--- config.mk ---
export PLATFORM = sky130hd
export DESIGN_NAME = ts_sync_detector
export DESIGN_NICKNAME = d
export VERILOG_FILES = /design/src/rtl/ts_sync_detector.sv
export SDC_FILE = /design/constraint.sdc
export NUM_CORES = 1
export LEC_CHECK = 0
export BUFFER_PORTS_ARGS = -buffer_cell sky130_fd_sc_hd__buf_4
export CAP_MARGIN = 20
export CORE_MARGIN = 1.5
export CORE_UTILIZATION = 50
export DETAILED_ROUTE_END_ITERATION = 7
export GPL_TIMING_DRIVEN = 0
export PLACE_DENSITY_LB_ADDON = 0.15
export SYNTH_ARGS = -nofsm -noshare
export SYNTH_HDL_FRONTEND = slang
export SYNTH_SLANG_ARGS = --single-unit
export TNS_END_PERCENT = 20
--- constraint.sdc ---
create_clock -name clk -period 1.75 [get_ports clk]
set_clock_uncertainty 0.15 [all_clocks]
set_input_delay 0.0875 -clock clk [delete_from_list [all_inputs] [get_ports clk]]
set_output_delay 0.0875 -clock clk [all_outputs]
set_load 0.005 [all_outputs]
--- src/rtl/ts_sync_detector.sv ---
`default_nettype none
// ----------------------------------------------------------------------------
// ts_sync_detector : MPEG-2 TS packet sync finder (hunt / verify / lock).
// Optional err_cnt output enabled by defining TS_SYNC_ERRCNT_EN.
// Revision: 1.0
// ----------------------------------------------------------------------------
module ts_sync_detector #(
  parameter int         PKT_LEN   = 188,
  parameter logic [7:0] SYNC_BYTE = 8'h47,
  parameter int         LOCK_CNT  = 3,
  parameter int         LOSS_CNT  = 3
) (
  input  logic        clk,
  input  logic        rst,
  input  logic [7:0]  data_in,
  input  logic        data_valid,
  output logic        sync_out,
  output logic        locked,
  output logic        lock_lost,
`ifdef TS_SYNC_ERRCNT_EN
  output logic [15:0] err_cnt,
`endif
  output logic [7:0]  byte_pos
);

  localparam logic [1:0] S_HUNT   = 2'd0;
  localparam logic [1:0] S_VERIFY = 2'd1;
  localparam logic [1:0] S_LOCK   = 2'd2;

  localparam logic [7:0] LAST_POS   = 8'(PKT_LEN - 1);
  localparam logic [2:0] LOCK_CNT_C = 3'(LOCK_CNT);
  localparam logic [2:0] LOSS_CNT_C = 3'(LOSS_CNT);

  logic [1:0] state_q, state_d;
  logic [7:0] pos_q, pos_d;
  logic [2:0] good_q, good_d;
  logic [2:0] miss_q, miss_d;
  logic       sync_q, sync_d;
  logic       lost_q, lost_d;
  logic       locked_q, locked_d;

  logic [7:0] pos_adv;
  logic [2:0] good_inc;
  logic [2:0] miss_inc;
  logic       is_sync;
  logic       is_check;

  assign pos_adv  = (pos_q == LAST_POS) ? 8'd0 : pos_q + 8'd1;
  assign good_inc = good_q + 3'd1;
  assign miss_inc = miss_q + 3'd1;
  assign is_sync  = (data_in == SYNC_BYTE);
  assign is_check = (pos_q == 8'd0);

  always_comb begin
    state_d = state_q;
    pos_d   = pos_q;
    good_d  = good_q;
    miss_d  = miss_q;
    sync_d  = 1'b0;
    lost_d  = 1'b0;
    if (data_valid) begin
      case (state_q)
        S_HUNT: begin
          if (is_sync) begin
            pos_d  = 8'd1;
            good_d = 3'd1;
            if (LOCK_CNT_C == 3'd1) begin
              state_d = S_LOCK;
              miss_d  = 3'd0;
              sync_d  = 1'b1;
            end else begin
              state_d = S_VERIFY;
            end
          end else begin
            pos_d = 8'd0;
          end
        end
        S_VERIFY: begin
          pos_d = pos_adv;
          if (is_check) begin
            if (is_sync) begin
              good_d = good_inc;
              if (good_inc == LOCK_CNT_C) begin
                state_d = S_LOCK;
                miss_d  = 3'd0;
                sync_d  = 1'b1;
              end
            end else begin
              // The failing byte is dropped, not retried as a new candidate.
              state_d = S_HUNT;
              pos_d   = 8'd0;
            end
          end
        end
        S_LOCK: begin
          pos_d = pos_adv;
          if (is_check) begin
            if (is_sync) begin
              miss_d = 3'd0;
              sync_d = 1'b1;
            end else begin
              miss_d = miss_inc;
              if (miss_inc == LOSS_CNT_C) begin
                state_d = S_HUNT;
                pos_d   = 8'd0;
                lost_d  = 1'b1;
              end
            end
          end
        end
        default: begin
          state_d = S_HUNT;
          pos_d   = 8'd0;
        end
      endcase
    end
  end

  assign locked_d = (state_d == S_LOCK);

  always_ff @(posedge clk or posedge rst) begin
    if (rst) begin
      state_q  <= S_HUNT;
      pos_q    <= 8'd0;
      good_q   <= 3'd0;
      miss_q   <= 3'd0;
      sync_q   <= 1'b0;
      lost_q   <= 1'b0;
      locked_q <= 1'b0;
    end else begin
      state_q  <= state_d;
      pos_q    <= pos_d;
      good_q   <= good_d;
      miss_q   <= miss_d;
      sync_q   <= sync_d;
      lost_q   <= lost_d;
      locked_q <= locked_d;
    end
  end

  assign sync_out  = sync_q;
  assign locked    = locked_q;
  assign lock_lost = lost_q;
  assign byte_pos  = pos_q;

`ifdef TS_SYNC_ERRCNT_EN
  logic [15:0] err_q;
  logic        err_hit;

  assign err_hit = data_valid && (state_q == S_LOCK) && is_check && !is_sync;

  always_ff @(posedge clk or posedge rst) begin
    if (rst) begin
      err_q <= 16'd0;
    end else if (err_hit && (err_q != 16'hFFFF)) begin
      err_q <= err_q + 16'd1;
    end
  end

  assign err_cnt = err_q;
`endif

endmodule
`default_nettype wire

==> run summary, run 1 <==
Syn nets: 161
TritonCTS clock tree: yes
Row cnt: 18
Period utilization: 109.8%
NetSw: 0.2658 mW
First-pass GRT wire length: 5106 um
Clock Latency Late Sink: 0.31 ns
Gr ovfl total: 0
Post-DR wirelength/cell: 15.15 um
Clock sink count: 19
IO Pins: 22
Vias in the first global route: 1171
Slew @ Worst Pin: 0.7239 ns
HPWL after detailed placement: 2157 um
Clock Path Buffers: 2
Die Span X: 54.31 um
Clock period minus final worst setup slack: 1.922 ns
Critical-path cell list: ha_2 -> xnor2_2 -> nand2_2 -> o31ai_4 -> buf_6 -> a21o_1 -> o22ai_1
Ys async rst share: 100.0%
Post-route ant nets: 0
Max cap viols: 0
P per Cell Area: 522.1 nW/um^2
CP max stage cell: dfrtp_1
Die Area: 2950 sq um
H-tree depth: 1
I/O Buffers: 21
Max Fclk: 0.5204 GHz
Core area: 2477 sq um
Worst Hold Class: in -> reg
1st-pass router iterations: 4
Synth Flop Type: dfrtp_1
Synth cell types: 44
Total power: 0.8891 mW
Rel. slew slack: 51.68%
Slew Viols, Final: 0
Post-synth EDFFs: 0
Peak supply drop: 0.5357 mV
Top cells by area, synth: dfrtp_1, ha_1, o21ai_0
Final hold vios: 0
Max stage delay on crit path: 0.41 ns
Leakage: 0.7046 nW
Crit Path Category: reg -> reg
RSZ-0062 raised after global routing: yes
Failing checks: setup timing
Final #Nets: 197
Post-Route WL: 3106 um
Worst Setup End Kind: register
Logic pwr share: 19.7%
Initial Utilization: 53.13%
Final hold slack: 0.1798 ns
Setup slack at placement: -0.2358 ns
Placer Congestion: 0.9643
Status: finished, violations left
Root Buffer: clkbuf_4
Placed cell areas: 1528 sq um
Final setup fails: 14
Die height: 54.31 um
Switching portion of total power: 29.90%
Diodes inserted: 0
Post-route cell area: 1703 sq um
Synth Cell Area: 1316 sq um
Data arrival, critical path: 1.95 ns
Worst EP required: 1.78 ns
Internal power: 0.6233 mW
Area delta synth->final: 29.37%
Drt drc: 0
Yosys reg bits: 19
Critical Path Fanout Max: 4
Top cell family by delay on the critical path: compound AO/OA/AOI/OAI gates
Initial antenna violation count: 0
Via/cell ratio: 5.829
Initial drt markers: 20
Largest net degree at the start of global routing: 20
Post-synthesis sequential area ratio: 36.12%
Clock Power Share: 26.2%
Worst-path clk slew: 0.11 ns
GRT Util Overall: 23.98%
Yosys top cell area share: 36.12%
Layout cells sized above 1: 34.29%
Synth warnings: 0
Critical path launch point type: register
Vias: 1195
Avg Synthesized Cell Area: 9.402 sq um
Synth Instances: 140
Reg power frac: 54.1%
Final Worst Setup Slack: -0.1718 ns
TritonCTS Buffers: 3
Critical path buffers and inverters: 1
Synth area leader: dfrtp_1
final cells by class:
cell class | instances | area [sq um]
Tap cell | 30 | 37.54
Buffer | 5 | 33.78
Inverter | 15 | 56.30
Fill cell | 194 | 774.5
Sequential cell | 19 | 480.5
Clock buffer | 4 | 26.28
Multi-Input combinational cell | 101 | 829.5
Timing Repair Buffer | 31 | 239.0
sequential cells by signal, summed over array words and instances (netlist names):
signal / flops
byte_pos: 8
good_q: 3
lock_lost: 1
locked: 1
miss_q: 3
state_q: 2
sync_out: 1
layer usage:
metal / up-vias / routed length (um) / GRT usage (%)
li1: 580 / - / -
met5: - / 0 / 0
met3: 7 / 111 / 4.372
met2: 29 / 1452 / 39.16
met1: 579 / 1495 / 31.73
met4: 0 / 47 / 8.333
cells in the final DEF, fill, tap and decap left out, types with 3 or more instances in the layout:
master and count:
nand2b_1 5, dfrtp_1 15, nand4_1 3, inv_1 13
buf_4 31, dfrtp_2 4, a221o_1 5, or3_1 3
nand4b_1 3, nor2_1 5, o21ai_1 5, nand2_1 9
clkbuf_1 3, ha_2 3, nand3_1 4, clkbuf_4 3
ha_1 5, o21ai_0 9
per-stage QoR:
step / setup TNS, ns / instances / util (%)
final: -1.547 / 205 / 68.74
after global routing: -2.761 / 205 / 68.74
after CTS: -0.9412 / 202 / 67.12
after detailed placement: -2.375 / 191 / 61.67
after global placement: -2.289 / 191 / 61.67
after floorplan: -0.005856 / 140 / -
worst paths after layout:
| kind | from | end | slack [ns] | depth (start not counted) |
|---|---|---|---|---|
| min in group asynchronous | rst | byte_pos[3] | 0.29 | 3 |
| max in group asynchronous | rst | byte_pos[7] | 0.65 | 3 |
| max reg2reg | miss_q[0] | byte_pos[1] | -0.17 | 7 |
| max | miss_q[0] | byte_pos[1] | -0.17 | 7 |
| min | data_valid | sync_out | 0.18 | 4 |
| min reg2reg | byte_pos[0] | byte_pos[0] | 0.40 | 1 |
power groups by stage:
| stage | clock network [mW] | logic (mW) | registers [mW] |
|---|---|---|---|
| after detailed placement | 0 | 0.149 | 0.488 |
| after global routing | 0.259 | 0.194 | 0.484 |
| after global placement | 0 | 0.143 | 0.487 |
| final | 0.233 | 0.175 | 0.481 |
| after CTS | 0.236 | 0.158 | 0.480 |
| after floorplan | 0 | 0.104 | 0.483 |
what timing repair did:
| item | 4_1_cts | 5_1_grt |
|---|---|---|
| setup endpoints to repair | 14 | 17 |
| cloned | 0 | 0 |
| pin swaps | 15 | 5 |
| hold endpoints to repair | 19 | 0 |
| buffers inserted | 6 | 3 |
| hold buffers | 1 | 0 |
| gates resized for setup | 16 | 10 |
cell families (layout without fill, tap and decap cells):
group	after synthesis	after routing	share of synthesized area (%)
and+or+nand+nor	48	48	23.29
buffers and inverters	20	55	6.083
AOI/OAI and AO/OA	39	39	22.15
DFF	19	19	36.12
muxes	1	1	0.8555
xor gates and xnor gates	3	3	1.997
adders and majority gates	10	10	9.506
synth_stat cells (2+ instances only):
master / instances
nand4b_1: 3
o211ai_1: 2
nand2b_1: 5
o21ai_1: 2
inv_1: 15
a21o_1: 2
clkbuf_1: 3
xnor2_1: 3
nor2_1: 7
nand2_1: 10
or3_1: 3
a221o_1: 5
nand4_1: 3
ha_1: 10
nor3_1: 2
nand3_1: 4
dfrtp_1: 19
nor3_4: 2
a22o_1: 2
o21ai_0: 13
o22ai_1: 2
tightest hold or removal path, delay by kind of cell:
kind                   cells  cell delay, ns
and+or+nand+nor            2            0.20
buffers and inverters      2            0.32
(Power assumes the default switching activity.)
==> inputs of run 2 (changes only) <==
--- a/config.mk
+++ b/config.mk
@@ -11,7 +11,7 @@
 export CORE_UTILIZATION = 50
 export DETAILED_ROUTE_END_ITERATION = 7
 export GPL_TIMING_DRIVEN = 0
-export PLACE_DENSITY_LB_ADDON = 0.15
+export PLACE_DENSITY = 0.75
 export SYNTH_ARGS = -nofsm -noshare
 export SYNTH_HDL_FRONTEND = slang
 export SYNTH_SLANG_ARGS = --single-unit
==> constraint.sdc (replaced) <==
create_clock -name clk -period 1.75 [get_ports clk]
set_clock_uncertainty 0.15 [all_clocks]
set_input_delay 0.175 -clock clk [delete_from_list [all_inputs] [get_ports clk]]
set_output_delay 0.175 -clock clk [all_outputs]
set_load 0.005 [all_outputs]
==> run 2 against run 1 <==
Against the previous run:
- the run still ends with setup timing left
- via count up 1.0%
- sequential power about the same
- fmax up 2.3%
- routed wire length up 1.5%
- sequential share of layout area down 0.57 points
- critical path type unchanged
==> run summary, run 2 (same netlist as run 1, synthesis figures left out) <==
Non-filler cells, final: 206 (+0.49%)
Die Span X: 54.31 um (unchanged)
Placer Congestion: 0.8758 (-9.2%)
Drt drc: 0 (unchanged)
HPWL after detailed placement: 2240 um (+3.9%)
Final hold slack: 0.3178 ns (+0.1380 ns)
Vias in the first global route: 1152 (-1.6%)
P per Cell Area: 515.2 nW/um^2 (-1.3%)
TNS Setup: -0.5753 ns (+0.9720 ns)
Initial drt markers: 35 (+75%)
TritonCTS clock tree: yes
Rel. slew slack: 51.03% (-0.66 points)
Worst EP required: 1.79 ns (about the same)
Post-route ant nets: 0 (unchanged)
Clock Path Buffers: 2 (unchanged)
Gr ovfl total: 0 (unchanged)
Slew Viols, Final: 0 (unchanged)
Core area: 2477 sq um (unchanged)
Max Fclk: 0.5323 GHz (+2.3%)
Final #Nets: 198 (+0.51%)
Vias: 1207 (+1.0%)
H-tree depth: 1 (unchanged)
Setup slack at placement: -0.2517 ns (-0.01590 ns)
Core Util, Final: 70.15% (+1.4 points)
Placed Instances: 191 (unchanged)
Leakage: 0.7086 nW (+0.57%)
Max reg flops: 8 (unchanged)
Status: finished, violations left
Row cnt: 18 (unchanged)
I/O Buffers: 21 (unchanged)
Largest net degree at the start of global routing: 20 (unchanged)
Placed cell areas: 1528 sq um (unchanged)
Most common cell after layout, fill and taps aside: buf_4
Crit Path Category: reg -> reg
Die height: 54.31 um (unchanged)
Total power: 0.8955 mW (+0.72%)
1st-pass router iterations: 4 (unchanged)
GRT Util Overall: 23.88% (-0.099 points)
Max cap viols: 0 (unchanged)
Worst Hold Class: in -> reg
Clock Latency Late Sink: 0.30 ns (about the same)
Period utilization: 107.4% (-2.5 points)
Data arrival, critical path: 1.92 ns (-0.03 ns)
Die Area: 2950 sq um (unchanged)
Critical path launch point type: register
Layout cells sized above 1: 36.93% (+2.6 points)
IO Pins: 22 (unchanged)
Root Buffer: clkbuf_4
Final setup fails: 11 (-3)
Final Worst Setup Slack: -0.1288 ns (+0.04295 ns)
TritonCTS Buffers: 3 (unchanged)
Post-DR wirelength/cell: 15.31 um (+1.1%)
Diodes inserted: 0 (unchanged)
RSZ-0062 raised after global routing: yes
Via/cell ratio: 5.859 (+0.51%)
First-pass GRT wire length: 5050 um (-1.1%)
Worst Setup End Kind: register
Layout fillers: 182 (-6.2%)
Worst-path clk slew: 0.11 ns (about the same)
Initial antenna violation count: 0 (unchanged)
Post-Route WL: 3154 um (+1.5%)
Initial Utilization: 53.13% (unchanged)
Failing checks: setup timing
Final hold vios: 0 (unchanged)
Clock period minus final worst setup slack: 1.879 ns (-0.04296 ns)
Critical Path Fanout Max: 4 (unchanged)
Peak supply drop: 0.5701 mV (+6.4%)
Post-route cell area: 1738 sq um (+2.1%)
Clock sink count: 19 (unchanged)
Area delta synth->final: 32.03%
Slew @ Worst Pin: 0.7337 ns (+0.009819 ns)
Commonest non-fill, non-tap cells in the layout: buf_4, dfrtp_1, inv_1, nand2_1, o21ai_1
## run 2: cell types whose count changed in the layout (fill, tap and decap cells not counted), sizes merged
cell,before,now
buf,33,34
## run 2: per-layer routing
metal | wire length (um) | vias to the layer above | GRT usage (%)
met5 | 0 | - | 0
met4 | 75 | 0 | 8.333
met3 | 126 | 8 | 3.279
met2 | 1605 | 39 | 40.56
met1 | 1346 | 577 | 30.89
li1 | - | 583 | -
## run 2: path summary, 6_finish.rpt
check | slack [ns] | depth (start not counted) | endpoint | startpoint
setup / recovery | -0.13 | 6 | miss_q[1] | good_q[1]
hold / removal | 0.32 | 4 | sync_out | data_valid
setup reg to reg | -0.13 | 6 | miss_q[1] | good_q[1]
hold reg to reg | 0.45 | 1 | good_q[1] | good_q[1]
max in group asynchronous | 0.55 | 3 | good_q[1] | rst
min in group asynchronous | 0.39 | 3 | miss_q[0] | rst
## run 2: critical path, stage by stage, from the launching register on
cell and delay [ns]:
dfrtp_2 0.46, ha_4 0.20, xnor2_4 0.18, and2_1 0.19, a31oi_2 0.12, nor2_4 0.16
mux2_4 0.31
## run 2: cell type report
cell class                      count  area (sq um)  area share [%]
Clock buffer                        4         26.28           1.512
Buffer                              5         33.78           1.944
Sequential cell                    19         480.5           27.65
Timing Repair Buffer               32         250.2           14.40
Tap cell                           30         37.54           2.160
Multi-Input combinational cell    101         853.3           49.10
Inverter                           15         56.30           3.240
## run 2: report_power, final
part	internal, mW	total (mW)	switching [mW]
clock network	0.0888	0.228	0.139
registers	0.458	0.481	0.0231
logic	0.0840	0.187	0.103
total	0.630	0.895	0.265
## run 2: timing repair
item,in CTS,in global routing
gates cloned,0,0
resized for setup,22,13
endpoints found under the setup margin,14,17
hold endpoints to repair,19,0
hold buffers,1,0
pin swaps,10,9
buffers inserted,9,1
